## config.mk

```make
export PLATFORM = sky130hd
export DESIGN_NAME = global_io
export DESIGN_NICKNAME = d
export VERILOG_FILES = /design/src/rtl/global_io.sv
export SDC_FILE = /design/constraint.sdc
export NUM_CORES = 1
export LEC_CHECK = 0
export CAP_MARGIN = 20
export CORE_UTILIZATION = 31
export CTS_CLUSTER_SIZE = 14
export DETAILED_ROUTE_END_ITERATION = 8
export DONT_BUFFER_PORTS = 1
export HOLD_SLACK_MARGIN = 0.05
export PLACE_DENSITY = 0.57
export SLEW_MARGIN = 10
export SYNTH_ARGS = -nofsm -noshare
export SYNTH_HDL_FRONTEND = slang
export SYNTH_SLANG_ARGS = --single-unit
```

## constraint.sdc

```tcl
create_clock -name clk -period 5.2 [get_ports clk]
set_clock_uncertainty 0.05 [all_clocks]
set_input_delay 1.04 -clock clk [delete_from_list [all_inputs] [get_ports clk]]
set_output_delay 1.04 -clock clk [all_outputs]
set_load 0.02 [all_outputs]
```

## src/rtl/global_io.sv

```systemverilog
`default_nettype none
// ============================================================================
//  Module   : global_io
//  Purpose  : Bit-serial shift-accumulate output stage of the DCIM macro.
//             Aligns the two 15-bit column partial sums (12- or 24-bit weight
//             mode) and folds the result into a 51-bit MSB-first accumulator.
//  Options  : GLOBAL_IO_SAT_EN - saturate at 2^51-1 instead of wrapping.
//  Revision : 1.0 - initial release
// ============================================================================
module global_io (
  input  logic        clk,
  input  logic        rstn,      // asynchronous, active-high despite the name
  input  logic        st,
  input  logic        acm_en,
  input  logic        wwidth,
  input  logic [14:0] macout_a,
  input  logic [14:0] macout_b,
  output logic [50:0] nout
);

  localparam logic [50:0] C_ACC_MAX = {51{1'b1}};

  logic [50:0] w_add_out;
  logic [50:0] w_acc_next;
  logic [50:0] nout_d;
  logic [50:0] nout_q;

  // Weight alignment: the high half is ignored entirely in 12-bit mode.
  always_comb begin
    w_add_out = {36'd0, macout_a};
    if (wwidth) begin
      w_add_out = {36'd0, macout_a} + ({36'd0, macout_b} << 12);
    end
  end

`ifdef GLOBAL_IO_SAT_EN
  // Carry out of the 52-bit sum catches both a 1 shifted out of bit 50
  // and a sum overflow; a saturated value stays saturated on later shifts.
  logic [51:0] w_sum_wide;
  always_comb begin
    w_sum_wide = {nout_q, 1'b0} + {1'b0, w_add_out};
    w_acc_next = w_sum_wide[51] ? C_ACC_MAX : w_sum_wide[50:0];
  end
`else
  // Plain modulo-2^51 shift-accumulate; bit 50 falls off the top.
  always_comb begin
    w_acc_next = {nout_q[49:0], 1'b0} + w_add_out;
  end
`endif

  // Next-state selection: clear beats accumulate, otherwise hold.
  always_comb begin
    nout_d = nout_q;
    if (st) begin
      nout_d = '0;
    end else if (acm_en) begin
      nout_d = w_acc_next;
    end
  end

  // Accumulator register with asynchronous clear.
  always_ff @(posedge clk or posedge rstn) begin
    if (rstn) begin
      nout_q <= '0;
    end else begin
      nout_q <= nout_d;
    end
  end

  assign nout = nout_q;

endmodule
`default_nettype wire

```

==> key figures, run 1 <==
Status
  • Outcome: completed

Synthesis
  • Synth Flop Type: dfrtp_1
  • Mapped Area: ~4500 sq um
  • Yosys reg bits: between 50 and 60
  • Post-synth net total: between 600 and 700
  • Post-synth ARST share: 1.00
  • Syn. warnings: 0
  • Part of the Yosys area used for sequential elements: 0.284
  • Post-synthesis cell count: 535
  • Synthesized area per cell: between 8 and 9 sq um
  • Post-synth EDFFs: 0
  • Count of cell types in the netlist: 69

Detailed routing
  • Top sig layer: met4
  • 1st-iter DRT viols: between 200 and 250
  • Wire per inst: 17.2 um
  • Via count: ~3,900
  • DR vias/cell: between 5 and 6
  • Metal-1 WL: 5470 um
  • Drc violations: 0
  • Metal3 WL: about 950 um
  • Final ANT Viol Nets: 0
  • Final WL: around 12,000 um
  • Routed wl met2: roughly 5400 um
  • Drt pass-1 iters: 4

Global routing
  • Maximum number of pins on one net before global-route repair: 78
  • GRT Total Usage: 0.168
  • Initial antenna violation count: 0
  • First-pass GRT wire length: about 20,000 um
  • GRT overflow: 0
  • Vias in the first global route: 3,979

Clock network
  • Post-CTS Resized: 0
  • Register clock-pin slew on the reported worst setup and hold paths: 0.08 ns
  • Sink Count: just over 50
  • Root buffer cell: clkbuf_16
  • CTS buffer count: 5
  • Hold-fix buffers, CTS: 0
  • Post-CTS setup buffers: 0
  • Worst-Skew Late Latency: about 0.30 ns
  • H-tree Lvls: 2
  • Max clock buf depth: 2
  • CTS tree: done

Critical path
  • Crit path max-delay cell type: fa_1
  • Data arrival, critical path: approximately 4.7 ns
  • CP Class: input port to flop
  • CP Capture Type: flop
  • CP Launch Type: input port
  • FF-to-FF setup slack: about 1.9 ns
  • Cell Chain, Critical Path: ha_1 > inv_1 > fa_1 > nor2b_1 > nor2_1 > nor3_1 > nand2_1 > xnor2_1 > and2_1 > ha_1 > and3_1 > nand2_1 > nor2_1 > o2111ai_4 > and2_1 > or3_1 > a311oi_2
  • Worst EP required: 5.36 ns
  • Crit-path max FO: 7
  • Critical Path Max Stage Delay: 0.40 ns

STA
  • Final min period: between 4 and 5 ns
  • Final period util: 0.867
  • Hold Violations, Final: 0
  • Max Slew Vio Count: 0
  • RSZ-0062 raised after global routing: no
  • Final number of setup-violating endpoints: 0
  • Transition time of the tightest slew-check pin: about 0.7 ns
  • Achievable frequency: between 0.2 and 0.25 GHz
  • Final setup TNS: 0 ns
  • Slew margin rel.: 0.534

Floorplan
  • Die H: 122 um
  • Die ar.: approximately 15,000 sq um
  • FP Rows: 43
  • Initial Util: 0.321
  • Core footprint: between 10,000 and 15,000 sq um
  • Ports: 86
  • Die X: 122 um

Place
  • # port buffers: 0
  • Placer congestion estimate: between 0.8 and 0.9
  • Detailed Place HPWL: between 8000 and 9000 um
  • Cells after DPL: a little under 700

Pwr
  • PwrDens: roughly 270 nW/um^2
  • Worst vdd ir: about 120 uV
  • Leakage: between 1.5 and 2 nW

Final layout
  • # nets final: between 500 and 600
  • Share of layout cells above drive strength 1: 0.0617
  • Commonest non-fill, non-tap cell in the layout: nor2_1
  • Area grow syn2layout: 6.77%
  • Ant. Diodes: 0
  • Largest register FFs: 51
  • Final Non-Filler Cells: between 600 and 700
  • Fillers: between 1,000 and 1,500
  • Most frequent cells in the layout: nor2_1, dfrtp_1, nand2_1

Worst hold path
  • Hold Crit Class: flop to flop

Run
  • Max-cap violation count: 0
area by class of cell:
| cell class | count | area, sq um | share of cell area |
|---|---|---|---|
| multi-input combinational | 441 | 3050 | 0.635 |
| clock buffer | 5 | 125 | 0.0261 |
| timing repair buffer | 2 | 15.0 | 0.00313 |
| sequential | 51 | 1280 | 0.266 |
| clock inverter | 3 | 43.8 | 0.00913 |
| tap | 180 | 225 | 0.0469 |
| inverter | 17 | 63.8 | 0.0133 |
logic make-up after synthesis:
logic type,count (synthesis),synth area share
AO/OA/AOI/OAI,143,0.231
XOR/XNOR,47,0.0916
adder cells (fa/ha/maj),32,0.0925
buffers and inverters,43,0.0376
AND/OR/NAND/NOR,202,0.225
flip-flops,51,0.284
multiplexers,17,0.0384
cells in the mapped netlist, drive strengths merged (5+ instances only):
cell    number  area, sq um
nor2        59          221
dfrtp       51         1280
nand2       45          169
a21oi       37          196
xnor2       35          307
ha          30          375
a211oi      22          170
o21ai       20          104
inv         17         63.8
nand3       17         85.1
clkbuf      16         61.3
and2        15         93.8
mux2i       15          150
a21o        14          105
nand4       13         87.6
xor2        12          105
buf         10         43.8
nor3        10         50.1
and3         9         61.3
nand2b       7         43.8
a31oi        6         37.5
nor2b        5         31.3
o22ai        5         31.3
layer usage:
metal | GRT usage | vias to the layer above
met5 | 0 | -
li1 | - | 1925
met3 | 0.0465 | 16
met1 | 0.213 | 1865
met4 | 0.0587 | 0
met2 | 0.272 | 128
worst max-delay path, delay by kind of cell:
kind / cells / cell delay (ns)
adder cells (fa/ha/maj): 3 / 0.93
AND/OR/NAND/NOR: 10 / 1.99
AO/OA/AOI/OAI: 2 / 0.49
buffers and inverters: 1 / 0.06
XOR/XNOR: 1 / 0.13
power breakdown:
group / total (mW) / switching [mW] / internal, mW
Sequential: 0.535 / 0.102 / 0.434
Clock: 0.392 / 0.164 / 0.228
Combinational: 0.384 / 0.221 / 0.163
per-stage QoR:
step,util,setup WS (ns),hold WS [ns],cell area (sq um),power (mW)
CTS,0.343,0.687,0.644,4800,1.32
detailed placement,0.331,0.392,0.628,4630,0.926
finish,0.343,0.693,0.635,4800,1.31
global route,0.343,0.395,0.681,4800,1.40
floorplan,-,0.770,0.592,4490,0.853
global placement,0.331,0.429,0.625,4630,0.918
final timing paths:
| path | startpoint | endpoint | depth (start not counted) |
|---|---|---|---|
| min in group asynchronous | rstn | nout[44] | 2 |
| worst max register to register | nout[0] | nout[31] | 10 |
| worst min-delay path | nout[7] | nout[7] | 2 |
| max in group asynchronous | rstn | nout[25] | 2 |
| worst min register to register | nout[7] | nout[7] | 2 |
| worst max-delay path | macout_a[12] | nout[34] | 17 |
Note: power is estimated with default switching activity, not from simulation.
==> run 2, diff against run 1 <==
--- a/config.mk
+++ b/config.mk
@@ -11,7 +11,7 @@
 export DETAILED_ROUTE_END_ITERATION = 8
 export DONT_BUFFER_PORTS = 1
 export HOLD_SLACK_MARGIN = 0.05
-export PLACE_DENSITY = 0.57
+export PLACE_DENSITY = 0.58
 export SLEW_MARGIN = 10
 export SYNTH_ARGS = -nofsm -noshare
 export SYNTH_HDL_FRONTEND = slang
==> constraint.sdc (replaced) <==
create_clock -name clk -period 4 [get_ports clk]
set_clock_uncertainty 0.05 [all_clocks]
set_input_delay 0.8 -clock clk [delete_from_list [all_inputs] [get_ports clk]]
set_output_delay 0.8 -clock clk [all_outputs]
set_load 0.02 [all_outputs]
==> key figures, run 2 (synthesis gave the netlist of run 1 again) <==
Final layout
  • Register area: about 1300 sq um
  • Ant. Diodes: 0
  • Most frequent cells in the layout: nor2_1, buf_4, dfrtp_1
  • Commonest non-fill, non-tap cell in the layout: nor2_1
  • Multi-input logic area: between 3000 and 4000 sq um
  • Fillers: between 1,000 and 1,500
  • # nets final: around 640
  • Largest register FFs: 51
  • Area grow syn2layout: 16.7%
  • Share of layout cells above drive strength 1: 0.168

Clock network
  • H-tree Lvls: 2
  • CTS buffer count: 5
  • CTS tree: done
  • Hold-fix buffers, CTS: 0
  • Max clock buf depth: 2
  • Sink Count: a little over 50
  • Worst-Skew Late Latency: 0.30 ns
  • Root buffer cell: clkbuf_16
  • Register clock-pin slew on the reported worst setup and hold paths: 0.07 ns

Critical path
  • Crit-path max FO: 5
  • Crit path max-delay cell type: fa_2
  • CP Class: input port to flop
  • Data arrival, critical path: ~4 ns
  • CP Capture Type: flop
  • Crit path depth: 15
  • Worst path bufs/invs: 2
  • CP Launch Type: input port
  • Cell Chain, Critical Path: ha_4 > inv_2 > fa_2 > buf_4 > xnor2_1 > mux2_2 > ha_1 > and4_1 > and3_4 > nand4_2 > a21oi_4 > o2111ai_4 > and2_1 > or3_1 > a311oi_2
  • Worst EP required: about 4.2 ns
  • Critical Path Max Stage Delay: 0.36 ns
  • FF-to-FF path depth: 11
  • Delay-heaviest family, CP: simple AND/OR/NAND/NOR gates

STA
  • Final number of setup-violating endpoints: 0
  • RSZ-0062 raised after global routing: no
  • Final period util: 0.959
  • Setup WS post-layout: ~0.17 ns
  • Achievable frequency: about 0.26 GHz
  • Final min period: around 3.8 ns
  • Hold Violations, Final: 0
  • Slew margin rel.: 0.575
  • Max Slew Vio Count: 0
  • Transition time of the tightest slew-check pin: around 0.64 ns

Floorplan
  • Core footprint: 14,000 sq um
  • Die X: about 120 um
  • Ports: 86
  • FP Rows: 43
  • Initial Util: 0.321
  • Die ar.: about 15,000 sq um
  • Die H: approximately 120 um

Status
  • Outcome: completed

Place
  • Pre-CTS setup slack: -0.204 ns
  • # port buffers: 0
  • Detailed Place HPWL: 9450 um
  • Placer congestion estimate: roughly 0.86

Detailed routing
  • 1st-iter DRT viols: between 150 and 200
  • Drc violations: 0
  • Wire per inst: between 15 and 20 um
  • Via count: ~4,000
  • Final ANT Viol Nets: 0
  • DR vias/cell: 5.34
  • Drt pass-1 iters: 4
  • Final WL: between 10,000 and 15,000 um

Pwr
  • PwrDens: about 330 nW/um^2
  • Leakage: 2.25 nW
  • Worst vdd ir: 179 uV
  • Power Total: around 1.7 mW

Run
  • Max-cap violation count: 0

Global routing
  • Vias in the first global route: just over 4,000
  • Initial antenna violation count: 0
  • GRT Total Usage: 0.173
  • First-pass GRT wire length: a little over 20,000 um
  • GRT overflow: 0
  • Maximum number of pins on one net before global-route repair: roughly 80

Worst hold path
  • Hold Crit Class: input port to asynchronous set/reset pin
==> run 2: cell count changes in the layout (fill, tap and decap cells not counted), sizes merged <==
| cell | change |
|---|---|
| buf | +51 |
| clkbuf | +3 |
| clkinv | -2 |
| bufinv | -1 |
==> run 2: area by class of cell <==
class / instances / area share
multi-input cells: 441 / 0.596
flip-flops and latches: 51 / 0.243
repair buffers: 53 / 0.0759
well taps: 180 / 0.0429
clock buffers: 8 / 0.0298
inverters: 17 / 0.0122
==> run 2: what timing repair did <==
item / in CTS / in global routing
buffers inserted: 0 / 1
resized for setup: 0 / 9
endpoints found under the setup margin: 0 / 22
==> run 2: where the power goes <==
group	switching, mW	total [mW]	internal, mW	leakage [nW]
clock network	0.197	0.465	0.267	0.0772
logic	0.306	0.577	0.271	1.49
registers	0.132	0.697	0.564	0.682
==> run 2: stage by stage <==
step                      cell area [sq um]  TNS (ns)   util  hold WS [ns]  instances
after floorplan                        4540    -0.261      -         0.592        535
after global placement                 5040     -2.51  0.361         0.623        741
after detailed placement               5040     -2.84  0.361         0.624        741
after CTS                              5200         0  0.372         0.429        749
after global routing                   5250         0  0.375         0.447        750
final                                  5250         0  0.375         0.392        750
==> run 2: worst paths after layout <==
check	endpoint	slack (ns)	startpoint
setup reg to reg	nout[31]	0.68	nout[0]
max in group asynchronous	nout[36]	2.73	rstn
hold / removal	nout[47]	0.39	rstn
setup / recovery	nout[34]	0.17	macout_a[12]
hold reg to reg	nout[3]	0.63	nout[3]
min in group clk	nout[25]	0.52	st
==> run 2: routing by layer <==
layer  share of wire  vias up  wire length (um)  track usage
li1                -     2023                 -            -
met1            0.46     1883              5700        0.217
met2            0.46       95              5760        0.289
met3           0.068        7               840       0.0530
met4           0.011        0               137       0.0419
met5               0        -                 0            0
==> run 3, diff against run 2 <==
--- a/config.mk
+++ b/config.mk
@@ -6,6 +6,7 @@
 export NUM_CORES = 1
 export LEC_CHECK = 0
 export CAP_MARGIN = 20
+export CORE_ASPECT_RATIO = 1.75
 export CORE_UTILIZATION = 31
 export CTS_CLUSTER_SIZE = 14
 export DETAILED_ROUTE_END_ITERATION = 8
==> key figures, run 3 (synthesis gave the netlist of run 1 again) <==
Floorplan
  • Die X: 93.0 um
  • Core footprint: 14,000 sq um
  • Ports: 86
  • Initial Util: 0.320
  • Die H: between 150 and 200 um
  • Die ar.: around 15,000 sq um
  • FP Rows: 57

Final layout
  • Largest register FFs: 51
  • Final Non-Filler Cells: 748
  • Area grow syn2layout: 18.2%
  • Post-layout util: 0.378
  • Ant. Diodes: 0
  • Post-route cell area: approximately 5300 sq um
  • Most frequent cells in the layout: nor2_1, buf_4, dfrtp_1
  • Share of layout cells above drive strength 1: 0.179
  • # nets final: ~640
  • Commonest non-fill, non-tap cell in the layout: nor2_1

Critical path
  • CP Class: input port to flop
  • Data arrival, critical path: between 3 and 4 ns
  • CP Launch Type: input port
  • Worst setup path end: nout[31]
  • Crit-path max FO: 5
  • Worst EP required: 4.14 ns
  • FF-to-FF path depth: 10
  • R2r endpoint: nout[31]
  • CP Launch Point: macout_a[12]
  • CP Capture Type: flop
  • R2R Path Start: nout[0]
  • FF-to-FF setup slack: between 0.8 and 0.9 ns

Global routing
  • Initial antenna violation count: 0
  • GRT Total Usage: 0.177
  • Met1 Resource Use GR: 0.178
  • Global Route met2 Usage: 0.337
  • GRT overflow: 0
  • Maximum number of pins on one net before global-route repair: between 70 and 80
  • First-pass GRT wire length: between 20,000 and 25,000 um
  • Met3 GRT Util: 0.0344
  • Gr busiest metal: met2
  • Vias in the first global route: ~4,200

Detailed routing
  • Drt pass-1 iters: 4
  • DR vias/cell: 5.49
  • Drc violations: 0
  • Via count: approximately 4,000
  • Final ANT Viol Nets: 0
  • Wire per inst: between 15 and 20 um
  • 1st-iter DRT viols: approximately 110
  • Final WL: around 13,000 um

STA
  • Final setup TNS: 0 ns
  • Final number of setup-violating endpoints: 0
  • Slew margin rel.: 0.594
  • Hold WS: 0.407 ns
  • Transition time of the tightest slew-check pin: 0.608 ns
  • Max Slew Vio Count: 0
  • Achievable frequency: 0.261 GHz
  • Final min period: 3.83 ns
  • Final period util: 0.956
  • Hold Violations, Final: 0

Place
  • Cells after DPL: about 740
  • Placement Cell Area: slightly above 5000 sq um
  • Detailed Place HPWL: 9960 um
  • # port buffers: 0
  • Placer congestion estimate: 0.898

Clock network
  • CTS tree: done
  • Register clock-pin slew on the reported worst setup and hold paths: around 0.07 ns
  • Sink Count: between 50 and 60
  • Max clock buf depth: 2
  • H-tree Lvls: 2
  • Root buffer cell: clkbuf_16
  • Worst-Skew Late Latency: around 0.29 ns
  • CTS buffer count: 5

Pwr
  • Worst vdd ir: approximately 170 uV
  • Part of the power in combinational logic: 0.339
  • PwrDens: 334 nW/um^2
  • Internal cell power: ~1.1 mW
  • Leakage: ~2.3 nW
  • Switch Pwr: 0.656 mW
  • Clk network pwr share: 0.267
  • Switching Share: 0.370
  • Reg power frac: 0.394

Status
  • Outcome: completed

Run
  • Max-cap violation count: 0

Worst hold path
  • Hold Crit Class: input port to asynchronous set/reset pin
[run 3: area by class of cell]
class                      count  area [sq um]
multi-input combinational    441          3150
clock buffer                   7           153
tap                          177           221
fill                        1433          8740
timing repair buffer          54           438
sequential                    51          1280
clock inverter                 1          7.51
inverter                      17          63.8
[run 3: power by group through the flow]
stage               clock, mW  sequential, mW  combinational [mW]
floorplan                   0           0.683               0.431
global placement            0           0.709               0.572
detailed placement          0           0.711               0.584
CTS                     0.489           0.701               0.588
global route            0.506           0.709               0.666
finish                  0.474           0.698               0.600
[run 3: repair_timing]
item | CTS | global route
setup endpoints to repair | 1 | 23
hold buffers | 0 | 0
gates resized for setup | 0 | 13
pin swaps | 1 | 5
buffers inserted | 0 | 0
cloned | 0 | 0
[run 3: metal layers]
layer  share of wire  wire length [um]  vias up
met5               0                 0        -
li1                -                 -     2014
met2            0.56              7270       89
met1            0.37              4810     1973
met4           0.034               439        0
met3           0.041               532       30
[run 3: worst min-delay path by stage]
| stage | startpoint | endpoint | depth (start not counted) |
|---|---|---|---|
| after detailed placement | nout[3] | nout[3] | 2 |
| after CTS | st | nout[40] | 1 |
| after global routing | rstn | nout[5] | 1 |
| after global placement | nout[0] | nout[0] | 2 |
| final | rstn | nout[45] | 1 |
| after floorplan | nout[7] | nout[7] | 2 |
[run 3: stage by stage]
stage,power (mW),setup WS (ns)
detailed placement,1.30,-0.294
global route,1.88,-0.0169
finish,1.77,0.174
CTS,1.78,0.00547
floorplan,1.11,-0.0795
global placement,1.28,-0.269
[run 3: worst max-delay path, cell delays in order]
cell     delay (ns)
ha_4           0.11
inv_2          0.04
fa_2           0.37
nor2b_2        0.14
nor2_1         0.09
nor3_2         0.24
nand2_1        0.10
xnor2_1        0.12
and2_1         0.16
ha_1           0.33
a21oi_2        0.23
nand2_1        0.08
nor2_1         0.10
o21ai_1        0.10
or2_1          0.29
a31o_4         0.25
a41o_1         0.18
a31o_2         0.23
